--- config.mk ---
export PLATFORM = sky130hd
export DESIGN_NAME = gesture_thresh_ctrl_flat
export DESIGN_NICKNAME = d
export VERILOG_FILES = /design/src/rtl/gesture_pkg.sv /design/src/rtl/gesture_thresh_ctrl_if.sv /design/src/rtl/gesture_cfg_regs.sv /design/src/rtl/gesture_thresh_ctrl.sv /design/src/flat_wrapper.sv
export SDC_FILE = /design/constraint.sdc
export NUM_CORES = 1
export LEC_CHECK = 0
export BUFFER_PORTS_ARGS = -buffer_cell sky130_fd_sc_hd__buf_4
export CAP_MARGIN = 5
export CORE_MARGIN = 1
export CORE_UTILIZATION = 30
export DETAILED_ROUTE_END_ITERATION = 6
export MAX_ROUTING_LAYER = met4
export SLEW_MARGIN = 20
export SYNTH_ARGS = -nofsm -noshare
export SYNTH_HDL_FRONTEND = slang
export SYNTH_SLANG_ARGS = --single-unit
--- constraint.sdc ---
create_clock -name clk -period 7.39 [get_ports clk]
set_input_delay 0.3695 -clock clk [delete_from_list [all_inputs] [get_ports clk]]
set_output_delay 0.3695 -clock clk [all_outputs]
set_load 0.05 [all_outputs]
--- src/rtl/gesture_pkg.sv ---
// Shared constants and types for the gesture threshold controller: default skin
// thresholds, the config address map, FSM encoding and the threshold-set record.
package gesture_pkg;

    localparam logic [7:0] CB_MAX_DEFAULT = 8'd127;
    localparam logic [7:0] CB_MIN_DEFAULT = 8'd77;
    localparam logic [7:0] CR_MAX_DEFAULT = 8'd173;
    localparam logic [7:0] CR_MIN_DEFAULT = 8'd133;
    localparam int         COUNT_W_DEFAULT = 20;

    typedef enum logic [1:0] {
        CFG_CB_MAX = 2'd0,
        CFG_CB_MIN = 2'd1,
        CFG_CR_MAX = 2'd2,
        CFG_CR_MIN = 2'd3
    } cfg_addr_e;

    typedef enum logic [1:0] {
        ST_IDLE     = 2'd0,
        ST_IN_FRAME = 2'd1,
        ST_REPORT   = 2'd2
    } state_e;

    typedef struct packed {
        logic [7:0] cb_max;
        logic [7:0] cb_min;
        logic [7:0] cr_max;
        logic [7:0] cr_min;
    } thresh_t;

    // A set is usable only if both windows are non-empty.
    function automatic logic thresh_ok(input thresh_t t);
        return (t.cb_min < t.cb_max) && (t.cr_min < t.cr_max);
    endfunction

endpackage

--- src/rtl/gesture_thresh_ctrl_if.sv ---
// Configuration bus of the gesture threshold controller: shadow writes, commit
// request and the busy/error status returned by the block.
interface gesture_thresh_ctrl_if;

    logic       cfg_wr_en;
    logic [1:0] cfg_addr;
    logic [7:0] cfg_wr_data;
    logic       cfg_commit;
    logic       cfg_busy;
    logic       cfg_err;

    modport master (
        output cfg_wr_en,
        output cfg_addr,
        output cfg_wr_data,
        output cfg_commit,
        input  cfg_busy,
        input  cfg_err
    );

    modport slave (
        input  cfg_wr_en,
        input  cfg_addr,
        input  cfg_wr_data,
        input  cfg_commit,
        output cfg_busy,
        output cfg_err
    );

endinterface

--- src/rtl/gesture_cfg_regs.sv ---
// Shadow threshold registers with commit/validate logic; the active set is
// only reloaded from the shadow at a frame boundary.
module gesture_cfg_regs
    import gesture_pkg::*;
#(
    parameter logic [7:0] CB_MAX_DEF = CB_MAX_DEFAULT,
    parameter logic [7:0] CB_MIN_DEF = CB_MIN_DEFAULT,
    parameter logic [7:0] CR_MAX_DEF = CR_MAX_DEFAULT,
    parameter logic [7:0] CR_MIN_DEF = CR_MIN_DEFAULT
) (
    input  logic                       clk,
    input  logic                       rst,
    gesture_thresh_ctrl_if.slave       cfg,
    input  logic                       fb,
    output thresh_t                    active
);

    localparam thresh_t DEF_SET = {CB_MAX_DEF, CB_MIN_DEF, CR_MAX_DEF, CR_MIN_DEF};

    thresh_t shadow;
    logic    pending;
    logic    err;
    logic    load;
    logic    shadow_ok;

    assign load      = fb && (pending || cfg.cfg_commit);
    assign shadow_ok = thresh_ok(shadow);

    assign cfg.cfg_busy = pending;
    assign cfg.cfg_err  = err;

    always_ff @(posedge clk or posedge rst) begin
        if (rst) begin
            shadow <= DEF_SET;
        end else if (cfg.cfg_wr_en) begin
            case (cfg_addr_e'(cfg.cfg_addr))
                CFG_CB_MAX: shadow.cb_max <= cfg.cfg_wr_data;
                CFG_CB_MIN: shadow.cb_min <= cfg.cfg_wr_data;
                CFG_CR_MAX: shadow.cr_max <= cfg.cfg_wr_data;
                CFG_CR_MIN: shadow.cr_min <= cfg.cfg_wr_data;
                default:    shadow        <= shadow;
            endcase
        end
    end

    // Load samples the registered shadow, so a write in the boundary cycle
    // lands in the shadow only and waits for the next commit.
    always_ff @(posedge clk or posedge rst) begin
        if (rst) begin
            active  <= DEF_SET;
            pending <= 1'b0;
            err     <= 1'b0;
        end else if (load) begin
            pending <= 1'b0;
            if (shadow_ok) begin
                active <= shadow;
                err    <= 1'b0;
            end else begin
                err    <= 1'b1;
            end
        end else if (cfg.cfg_commit) begin
            pending <= 1'b1;
            err     <= 1'b0;
        end
    end

endmodule

--- src/rtl/gesture_thresh_ctrl.sv ---
// Frame-synchronous threshold controller for the skin detector: applies
// committed thresholds at frame start and reports the per-frame skin count.
module gesture_thresh_ctrl
    import gesture_pkg::*;
#(
    parameter logic [7:0] CB_MAX_DEF = CB_MAX_DEFAULT,
    parameter logic [7:0] CB_MIN_DEF = CB_MIN_DEFAULT,
    parameter logic [7:0] CR_MAX_DEF = CR_MAX_DEFAULT,
    parameter logic [7:0] CR_MIN_DEF = CR_MIN_DEFAULT,
    parameter int         COUNT_W    = COUNT_W_DEFAULT
) (
    input  logic               clk,
    input  logic               rst,
    gesture_thresh_ctrl_if.slave cfg,
    input  logic               ycbcr_vsync,
    input  logic               det_valid,
    input  logic               det_skin,
    output logic [7:0]         cb_max,
    output logic [7:0]         cb_min,
    output logic [7:0]         cr_max,
    output logic [7:0]         cr_min,
    output logic [COUNT_W-1:0] skin_count,
    output logic               frame_done
);

    localparam logic [COUNT_W-1:0] CNT_MAX = '1;

    state_e             state;
    state_e             state_nxt;
    logic               vsync_q;
    logic               fb;
    logic               count_en;
    logic [COUNT_W-1:0] cnt;
    thresh_t            active;

    assign fb = ycbcr_vsync && !vsync_q;

    gesture_cfg_regs #(
        .CB_MAX_DEF (CB_MAX_DEF),
        .CB_MIN_DEF (CB_MIN_DEF),
        .CR_MAX_DEF (CR_MAX_DEF),
        .CR_MIN_DEF (CR_MIN_DEF)
    ) u_cfg_regs (
        .clk    (clk),
        .rst    (rst),
        .cfg    (cfg),
        .fb     (fb),
        .active (active)
    );

    assign cb_max = active.cb_max;
    assign cb_min = active.cb_min;
    assign cr_max = active.cr_max;
    assign cr_min = active.cr_min;

    always_ff @(posedge clk or posedge rst) begin
        if (rst) begin
            state   <= ST_IDLE;
            vsync_q <= 1'b0;
        end else begin
            state   <= state_nxt;
            vsync_q <= ycbcr_vsync;
        end
    end

    always_comb begin
        state_nxt  = state;
        frame_done = 1'b0;
        count_en   = 1'b0;
        case (state)
            ST_IDLE: begin
                if (fb) state_nxt = ST_IN_FRAME;
            end
            ST_IN_FRAME: begin
                count_en = det_valid && det_skin && !ycbcr_vsync;
                if (fb) state_nxt = ST_REPORT;
            end
            ST_REPORT: begin
                frame_done = 1'b1;
                count_en   = det_valid && det_skin && !ycbcr_vsync;
                state_nxt  = fb ? ST_REPORT : ST_IN_FRAME;
            end
            default: state_nxt = ST_IDLE;
        endcase
    end

    // Counter restarts at every boundary; the boundary pixel itself is dropped
    // because vsync is high in that cycle.
    always_ff @(posedge clk or posedge rst) begin
        if (rst) begin
            cnt        <= '0;
            skin_count <= '0;
        end else begin
            if (fb && state != ST_IDLE) skin_count <= cnt;
            if (fb) begin
                cnt <= '0;
            end else if (count_en && cnt != CNT_MAX) begin
                cnt <= cnt + COUNT_W'(1);
            end
        end
    end

endmodule

--- src/flat_wrapper.sv ---
// flat-port wrapper written by rule: the top's interface ports become plain ports
module gesture_thresh_ctrl_flat import gesture_pkg::*;
#(
    parameter logic [7:0] CB_MAX_DEF = CB_MAX_DEFAULT,
    parameter logic [7:0] CB_MIN_DEF = CB_MIN_DEFAULT,
    parameter logic [7:0] CR_MAX_DEF = CR_MAX_DEFAULT,
    parameter logic [7:0] CR_MIN_DEF = CR_MIN_DEFAULT,
    parameter int         COUNT_W    = COUNT_W_DEFAULT
)
  (clk, rst, ycbcr_vsync, det_valid, det_skin, cb_max, cb_min, cr_max, cr_min, skin_count, frame_done, cfg_cfg_wr_en, cfg_cfg_addr, cfg_cfg_wr_data, cfg_cfg_commit, cfg_cfg_busy, cfg_cfg_err);
  gesture_thresh_ctrl_if cfg_i ();
  input  logic clk;
  input  logic rst;
  input  logic ycbcr_vsync;
  input  logic det_valid;
  input  logic det_skin;
  output logic [7:0] cb_max;
  output logic [7:0] cb_min;
  output logic [7:0] cr_max;
  output logic [7:0] cr_min;
  output logic [COUNT_W-1:0] skin_count;
  output logic frame_done;
  input wire logic [$bits(cfg_i.cfg_wr_en)-1:0] cfg_cfg_wr_en;
  input wire logic [$bits(cfg_i.cfg_addr)-1:0] cfg_cfg_addr;
  input wire logic [$bits(cfg_i.cfg_wr_data)-1:0] cfg_cfg_wr_data;
  input wire logic [$bits(cfg_i.cfg_commit)-1:0] cfg_cfg_commit;
  output wire logic [$bits(cfg_i.cfg_busy)-1:0] cfg_cfg_busy;
  output wire logic [$bits(cfg_i.cfg_err)-1:0] cfg_cfg_err;
  assign cfg_i.cfg_wr_en = cfg_cfg_wr_en;
  assign cfg_i.cfg_addr = cfg_cfg_addr;
  assign cfg_i.cfg_wr_data = cfg_cfg_wr_data;
  assign cfg_i.cfg_commit = cfg_cfg_commit;
  assign cfg_cfg_busy = cfg_i.cfg_busy;
  assign cfg_cfg_err = cfg_i.cfg_err;
  gesture_thresh_ctrl #(.CB_MAX_DEF(CB_MAX_DEF), .CB_MIN_DEF(CB_MIN_DEF), .CR_MAX_DEF(CR_MAX_DEF), .CR_MIN_DEF(CR_MIN_DEF), .COUNT_W(COUNT_W)) u_core (.clk(clk), .rst(rst), .cfg(cfg_i), .ycbcr_vsync(ycbcr_vsync), .det_valid(det_valid), .det_skin(det_skin), .cb_max(cb_max), .cb_min(cb_min), .cr_max(cr_max), .cr_min(cr_min), .skin_count(skin_count), .frame_done(frame_done));
endmodule
==> impl_metrics.env, run 1 <==
export IMPL_worstPathRequired_ps=7620
export IMPL_finalWirelength_um=10400
export IMPL_ys_ff_latch=109
export IMPL_worstSetupPathType="reg -> reg"
export IMPL_hpwl_um=7431
export IMPL_start_util_pct=30.87
export IMPL_synth_edf_count=0
export IMPL_async_flop_share_pct=100.0
export IMPL_grt_usage_pct=13.47
export IMPL_dp_cells=654
export IMPL_synthAdderAreaFrac_pct=4.813
export IMPL_postCtsSetupBuffers=0
export IMPL_htreeDepth=3
export IMPL_period_share_pct=43.86
export IMPL_drive_gt1_share_pct=46.04
export IMPL_synth_top_area_share_pct=35.97
export IMPL_synthMuxAreaShare_pct=20.97
export IMPL_critPathLaunch="u_core.u_cfg_regs.shadow[30]"
export IMPL_report_final_slew_viol_count=0
export IMPL_fin_skew_ps=6.313
export IMPL_hold_path_class="in -> async"
export IMPL_grt_pass1_wl_um=17020
export IMPL_clockBufferDepth=2
export IMPL_worstSetupStartpointType="flip-flop"
export IMPL_num_nets_final=485
export IMPL_synth_top_family_by_area="multiplexers"
export IMPL_synthCells=372
export IMPL_fmax_ghz=0.3085
export IMPL_drv_cap=0
export IMPL_cts_tree="built"
export IMPL_cts_sinks=109
export IMPL_drc_errors=0
export IMPL_port_buffers=71
export IMPL_overflow=0
export IMPL_fp_dieH_um=130.3
export IMPL_synthSimpleGateAreaFrac_pct=9.220
export IMPL_r2r_start="u_core.u_cfg_regs.shadow[30]"
export IMPL_ant_nets=0
export IMPL_status="finished clean"
export IMPL_worstPathMaxFanout=19
export IMPL_synth_area_leaders="dfrtp_1, dfstp_2, mux2_2, mux2_4, ha_1"
export IMPL_finalNonFillerCells=670
export IMPL_routed_via_density=4.694
export IMPL_dp_slack_ps=4107
export IMPL_dr_pass1_iters=4
export IMPL_area_growth_pct=21.50
export IMPL_seq_area_frac_synth_pct=56.18
export IMPL_synth_flop_cell="dfrtp_1"
export IMPL_grt_pass1_vias=3316
export IMPL_synth_area_um2=4940
export IMPL_finish_instance_area_um2=6002
export IMPL_grt_max_degree=66
export IMPL_synth_area_leader_cell="dfrtp_1"
export IMPL_tns_ps=0
export IMPL_ctsResizeCount=0
export IMPL_min_period_ps=3241
export IMPL_cts_root_buf="clkbuf_16"
export IMPL_antenna_cells=0
export IMPL_power_density_nw_per_um2=363.9
export IMPL_vias=3145
export IMPL_cts_hold_buf=0
export IMPL_synth_xor_area_share_pct=1.596
export IMPL_synth_nets=408
export IMPL_place_gp_congestion=0.8096
export IMPL_rows=46
export IMPL_rr_worst_depth=8
export IMPL_yosysUniqueCellTypes=41
export IMPL_finalSetupViolCount=0
export IMPL_syn_area_per_cell_um2=13.28
export IMPL_reg2reg_slack_ps=4150
export IMPL_synth_compound_area_share_pct=4.458
export IMPL_p_leak_nw=2.767
export IMPL_place_area_um2=5722
export IMPL_cp_end_kind="flip-flop"
export IMPL_relSlewSlack_pct=30.34
export IMPL_cts_made_buffers=9
export IMPL_peakVddDrop_uv=269.6
export IMPL_hold_viol_final=0
export IMPL_timing_critical_path_to="u_core.u_cfg_regs.active[23]"
export IMPL_yosys_warnings=0
export IMPL_core_um2=16000
export IMPL_drtIter0Drc=206
export IMPL_rr_endpoint="u_core.u_cfg_regs.active[23]"
export IMPL_die_width_um=130.3
export IMPL_max_slew_worst_pin_slew_ps=1041
export IMPL_worstPathArrival_ps=3480
export IMPL_worst_slack_ps=4149
export IMPL_fin_hold_ws_ps=86.80
export IMPL_path_clk_slew_ps=70
export IMPL_wire_per_inst_um=15.53
export IMPL_io_pins=72
export IMPL_dieArea_um2=16980
export IMPL_antenna_found_initial=0
export IMPL_rsz0062_at_grt="false"
export IMPL_clock_latency_ps=350
==> Yosys cell counts (all sizes together), types with 2 or more instances <==
| library cell | number |
|---|---|
| nand4 | 9 |
| a211oi | 4 |
| inv | 20 |
| nand3 | 11 |
| dfrtp | 71 |
| a31oi | 2 |
| a21oi | 6 |
| ha | 19 |
| clkbuf | 6 |
| nand3b | 2 |
| nor2 | 23 |
| nor3 | 7 |
| o21ai | 11 |
| nor4 | 5 |
| mux2 | 77 |
| and4 | 3 |
| nand2b | 3 |
| mux2i | 6 |
| nand2 | 21 |
| buf | 4 |
| xnor2 | 9 |
| dfstp | 38 |
==> kinds of logic (layout without fill, tap and decap cells) <==
group	count (synthesis)	after routing
mux	83	83
compound gates	32	32
flops	109	109
buf+inv	30	112
xor+xnor	9	9
fa+ha+maj	19	19
simple gates	90	90
==> state kept, by name, indices dropped and copies added (netlist names) <==
register	count
u_core.cnt	20
u_core.skin_count	20
u_core.state	2
u_core.u_cfg_regs.active	32
u_core.u_cfg_regs.cfg.cfg_busy	1
u_core.u_cfg_regs.cfg.cfg_err	1
u_core.u_cfg_regs.shadow	32
u_core.vsync_q	1
==> cell type report <==
cell class                      instances  area [µm²]
Fill cell                            1569        9998
Sequential cell                       109        2775
Multi-Input combinational cell        233        2028
Timing Repair Buffer                   76       570.5
Tap cell                              216       270.3
Clock buffer                           13       260.3
Inverter                               20       77.57
Clock inverter                          3       20.02
==> worst min path at each step <==
| stage | end | slack, ps | depth (start not counted) |
|---|---|---|---|
| 2_1_floorplan | u_core.vsync_q | 400 | 0 |
| 4_1_cts | u_core.skin_count[15] | 100 | 2 |
| 3_3_place_gp | u_core.skin_count[13] | 470 | 2 |
| 6_report | u_core.skin_count[15] | 90 | 2 |
| 5_1_grt | u_core.skin_count[15] | 130 | 2 |
| 3_5_place_dp | u_core.skin_count[15] | 470 | 2 |
==> through the flow <==
stage	util, %	power [mW]
final	37.51	2.184
after CTS	37.51	2.211
after global routing	37.51	2.292
after detailed placement	35.76	1.742
after floorplan	-	1.490
after global placement	35.76	1.729
==> power by group <==
part | internal (mW) | switching [mW]
Combinational | 0.326 | 0.523
Clock | 0.247 | 0.211
Sequential | 0.780 | 0.0966
Total | 1.35 | 0.831
==> worst max-delay path, stage by stage (launching register included) <==
cell      delay (ps)
dfstp_2          530
inv_1             50
ha_1             170
a211oi_1         250
nand3_1          100
nand4b_1         250
a211oi_4         900
buf_4            490
mux2_2           380
==> placed cells by master (no fill, tap or decap), types with 2 or more instances in the layout <==
| master | Yosys | routed |
|---|---|---|
| a211oi_1 | 3 | 3 |
| a21oi_1 | 6 | 6 |
| a31oi_1 | 2 | 2 |
| and4_1 | 3 | 3 |
| buf_4 | 0 | 76 |
| clkbuf_1 | 6 | 2 |
| clkbuf_16 | 0 | 9 |
| clkbuf_8 | 0 | 2 |
| clkinvlp_4 | 0 | 2 |
| dfrtp_1 | 71 | 71 |
| dfstp_2 | 38 | 38 |
| ha_1 | 19 | 19 |
| inv_1 | 20 | 19 |
| mux2_2 | 48 | 48 |
| mux2_4 | 29 | 29 |
| mux2i_1 | 6 | 6 |
| nand2_1 | 21 | 21 |
| nand2b_1 | 2 | 2 |
| nand3_1 | 11 | 11 |
| nand3b_1 | 2 | 2 |
| nand4_1 | 9 | 9 |
| nor2_1 | 23 | 23 |
| nor3_1 | 7 | 7 |
| nor4_1 | 5 | 5 |
| o21ai_0 | 11 | 11 |
| xnor2_1 | 9 | 9 |
==> routing by layer <==
| metal | GRT usage, % | vias to the layer above | routed length, µm |
|---|---|---|---|
| li1 | - | 1472 | - |
| met4 | 4.309 | 0 | 155 |
| met3 | 3.649 | 16 | 502 |
| met1 | 15.79 | 1574 | 4590 |
| met5 | - | - | 0 |
| met2 | 22.34 | 83 | 5156 |
No activity file was read; power rests on OpenSTA's default activity.
==> inputs of run 2 (changes only) <==
- clock period: 7.39 -> 2.8 ns (I/O delays scaled with it)
==> run 2 against run 1 <==
- clock-buffer cell count is 4 lower
- final cell count is 0.60% higher
- die area stayed put
- clock skew is 1.9 ps lower
- core utilization is 0.75 points higher
- worst hold slack worse by 58 ps
- fmax is 29% higher
- sequential share of layout area is 0.91 points lower
- critical path type unchanged
- critical endpoint is now u_core.u_cfg_regs.active[31]
- largest power group unchanged
==> impl_metrics.env, run 2 (synthesized netlist as in run 1, its figures left out) <==
export IMPL_drive_gt1_share_pct=46.51
export IMPL_finalSetupViolCount=0
export IMPL_critPathLaunch="u_core.u_cfg_regs.shadow[30]"
export IMPL_antenna_cells=0
export IMPL_hold_viol_final=0
export IMPL_cts_tree="built"
export IMPL_path_clk_slew_ps=70
export IMPL_grt_pass1_wl_um=17260
export IMPL_grt_usage_pct=13.88
export IMPL_worstSetupPathType="reg -> reg"
export IMPL_die_width_um=130.3
export IMPL_ant_nets=0
export IMPL_finalWirelength_um=10520
export IMPL_tns_ps=0
export IMPL_status="finished clean"
export IMPL_met2_length_um=5155
export IMPL_overflow=0
export IMPL_grt_max_degree=46
export IMPL_dp_cells=656
export IMPL_path_cells="inv_1 -> ha_1 -> a211oi_1 -> nand3_1 -> nand4b_1 -> a211oi_4 -> buf_4 -> mux2_2"
export IMPL_drc_errors=0
export IMPL_wire_per_inst_um=15.61
export IMPL_dr_pass1_iters=4
export IMPL_hold_path_end="u_core.u_cfg_regs.shadow[31]"
export IMPL_wl_met1_um=4644
export IMPL_htreeDepth=3
export IMPL_relSlewSlack_pct=43.16
export IMPL_dieArea_um2=16980
export IMPL_cts_sinks=109
export IMPL_highest_layer="met4"
export IMPL_reg2reg_slack_ps=290
export IMPL_start_util_pct=30.87
export IMPL_fp_dieH_um=130.3
export IMPL_fmax_ghz=0.3980
export IMPL_cp_end_kind="flip-flop"
export IMPL_report_final_slew_viol_count=0
export IMPL_critPathTopFamily="compound AO/OA/AOI/OAI gates"
export IMPL_cts_made_buffers=9
export IMPL_peakVddDrop_uv=608.5
export IMPL_finalNonFillerCells=674
export IMPL_reg_top3="u_core.u_cfg_regs.active (32), u_core.u_cfg_regs.shadow (32)"
export IMPL_period_share_pct=89.73
export IMPL_hpwl_um=7507
export IMPL_clockBufferDepth=2
export IMPL_layout_commonest_cell="buf_4"
export IMPL_port_buffers=71
export IMPL_layout_common_cells="buf_4, dfrtp_1, mux2_2"
export IMPL_worstSetupStartpointType="flip-flop"
export IMPL_min_path_cells=3
export IMPL_rr_worst_depth=8
export IMPL_rsz0062_at_grt="false"
export IMPL_hold_path_class="in -> reg"
export IMPL_fin_skew_ps=4.406
export IMPL_min_period_ps=2512
export IMPL_slowest_delay_ps=530
export IMPL_worst_slack_ps=287.6
export IMPL_slowest_stage="dfstp_2"
export IMPL_dp_slack_ps=311.5
export IMPL_worstPathArrival_ps=2750
export IMPL_antenna_found_initial=0
export IMPL_core_um2=16000
export IMPL_cts_root_buf="clkbuf_16"
export IMPL_max_slew_worst_pin_slew_ps=850.9
export IMPL_hp_start="cfg_cfg_wr_data[7]"
export IMPL_rows=46
export IMPL_path_buf_inv=2
export IMPL_worstPathMaxFanout=14
export IMPL_num_nets_final=489
export IMPL_power_density_nw_per_um2=980.4
export IMPL_rr_endpoint="u_core.u_cfg_regs.active[31]"
export IMPL_ctsResizeCount=0
export IMPL_drtIter0Drc=207
export IMPL_grt_pass1_vias=3311
export IMPL_place_gp_congestion=0.8172
export IMPL_met3_wirelength_um=564
export IMPL_area_growth_pct=23.94
export IMPL_r2r_start="u_core.u_cfg_regs.shadow[30]"
export IMPL_io_pins=72
export IMPL_routed_via_density=4.644
export IMPL_worstPathRequired_ps=3040
export IMPL_clock_latency_ps=350
export IMPL_vias=3130
export IMPL_p_leak_nw=2.826
export IMPL_drv_cap=0
==> run 2: worst min-delay path: stages <==
cell     delay, ps
buf_4          100
nand2_1         40
o21ai_0         70
==> run 2: what timing repair did <==
| item | 4_1_cts | 5_1_grt |
|---|---|---|
| hold endpoints to repair | 18 | 0 |
| hold buffers | 2 | 0 |
| buffers inserted | 0 | 0 |
==> run 2: report_power, final <==
part           switching [mW]  internal, mW
registers               0.247          2.06
clock network           0.569         0.871
logic                    1.38         0.873
==> run 2: worst max-delay path by stage <==
stage / to / slack [ps] / cells after the start
floorplan: u_core.u_cfg_regs.active[12] / 540 / 8
global placement: u_core.u_cfg_regs.active[31] / 380 / 7
detailed placement: u_core.u_cfg_regs.active[23] / 310 / 8
CTS: u_core.u_cfg_regs.active[31] / 290 / 8
global route: u_core.u_cfg_regs.active[23] / 160 / 7
finish: u_core.u_cfg_regs.active[31] / 290 / 8
==> run 2: per-stage QoR <==
stage	hold WS (ps)	power (mW)	area, µm²	util, %
floorplan	171.4	3.934	4943	-
global placement	297.3	4.568	5763	36.02
detailed placement	299.0	4.602	5763	36.02
CTS	25.34	6.085	6122	38.26
global route	27.85	6.298	6122	38.26
finish	28.52	6.002	6122	38.26
==> run 2: layer usage <==
metal / global-route usage (%) / up-vias
met4: 4.036 / 0
met3: 4.264 / 12
li1: - / 1485
met2: 22.43 / 76
met5: - / -
met1: 16.61 / 1557
==> run 2: final cells by class <==
type | count | area [µm²]
multi-input cells | 233 | 2028
well taps | 216 | 270.3
clock inverters | 7 | 113.9
repair buffers | 80 | 630.6
clock buffers | 9 | 225.2
fillers | 1569 | 9878
flip-flops and latches | 109 | 2775
inverters | 20 | 78.83
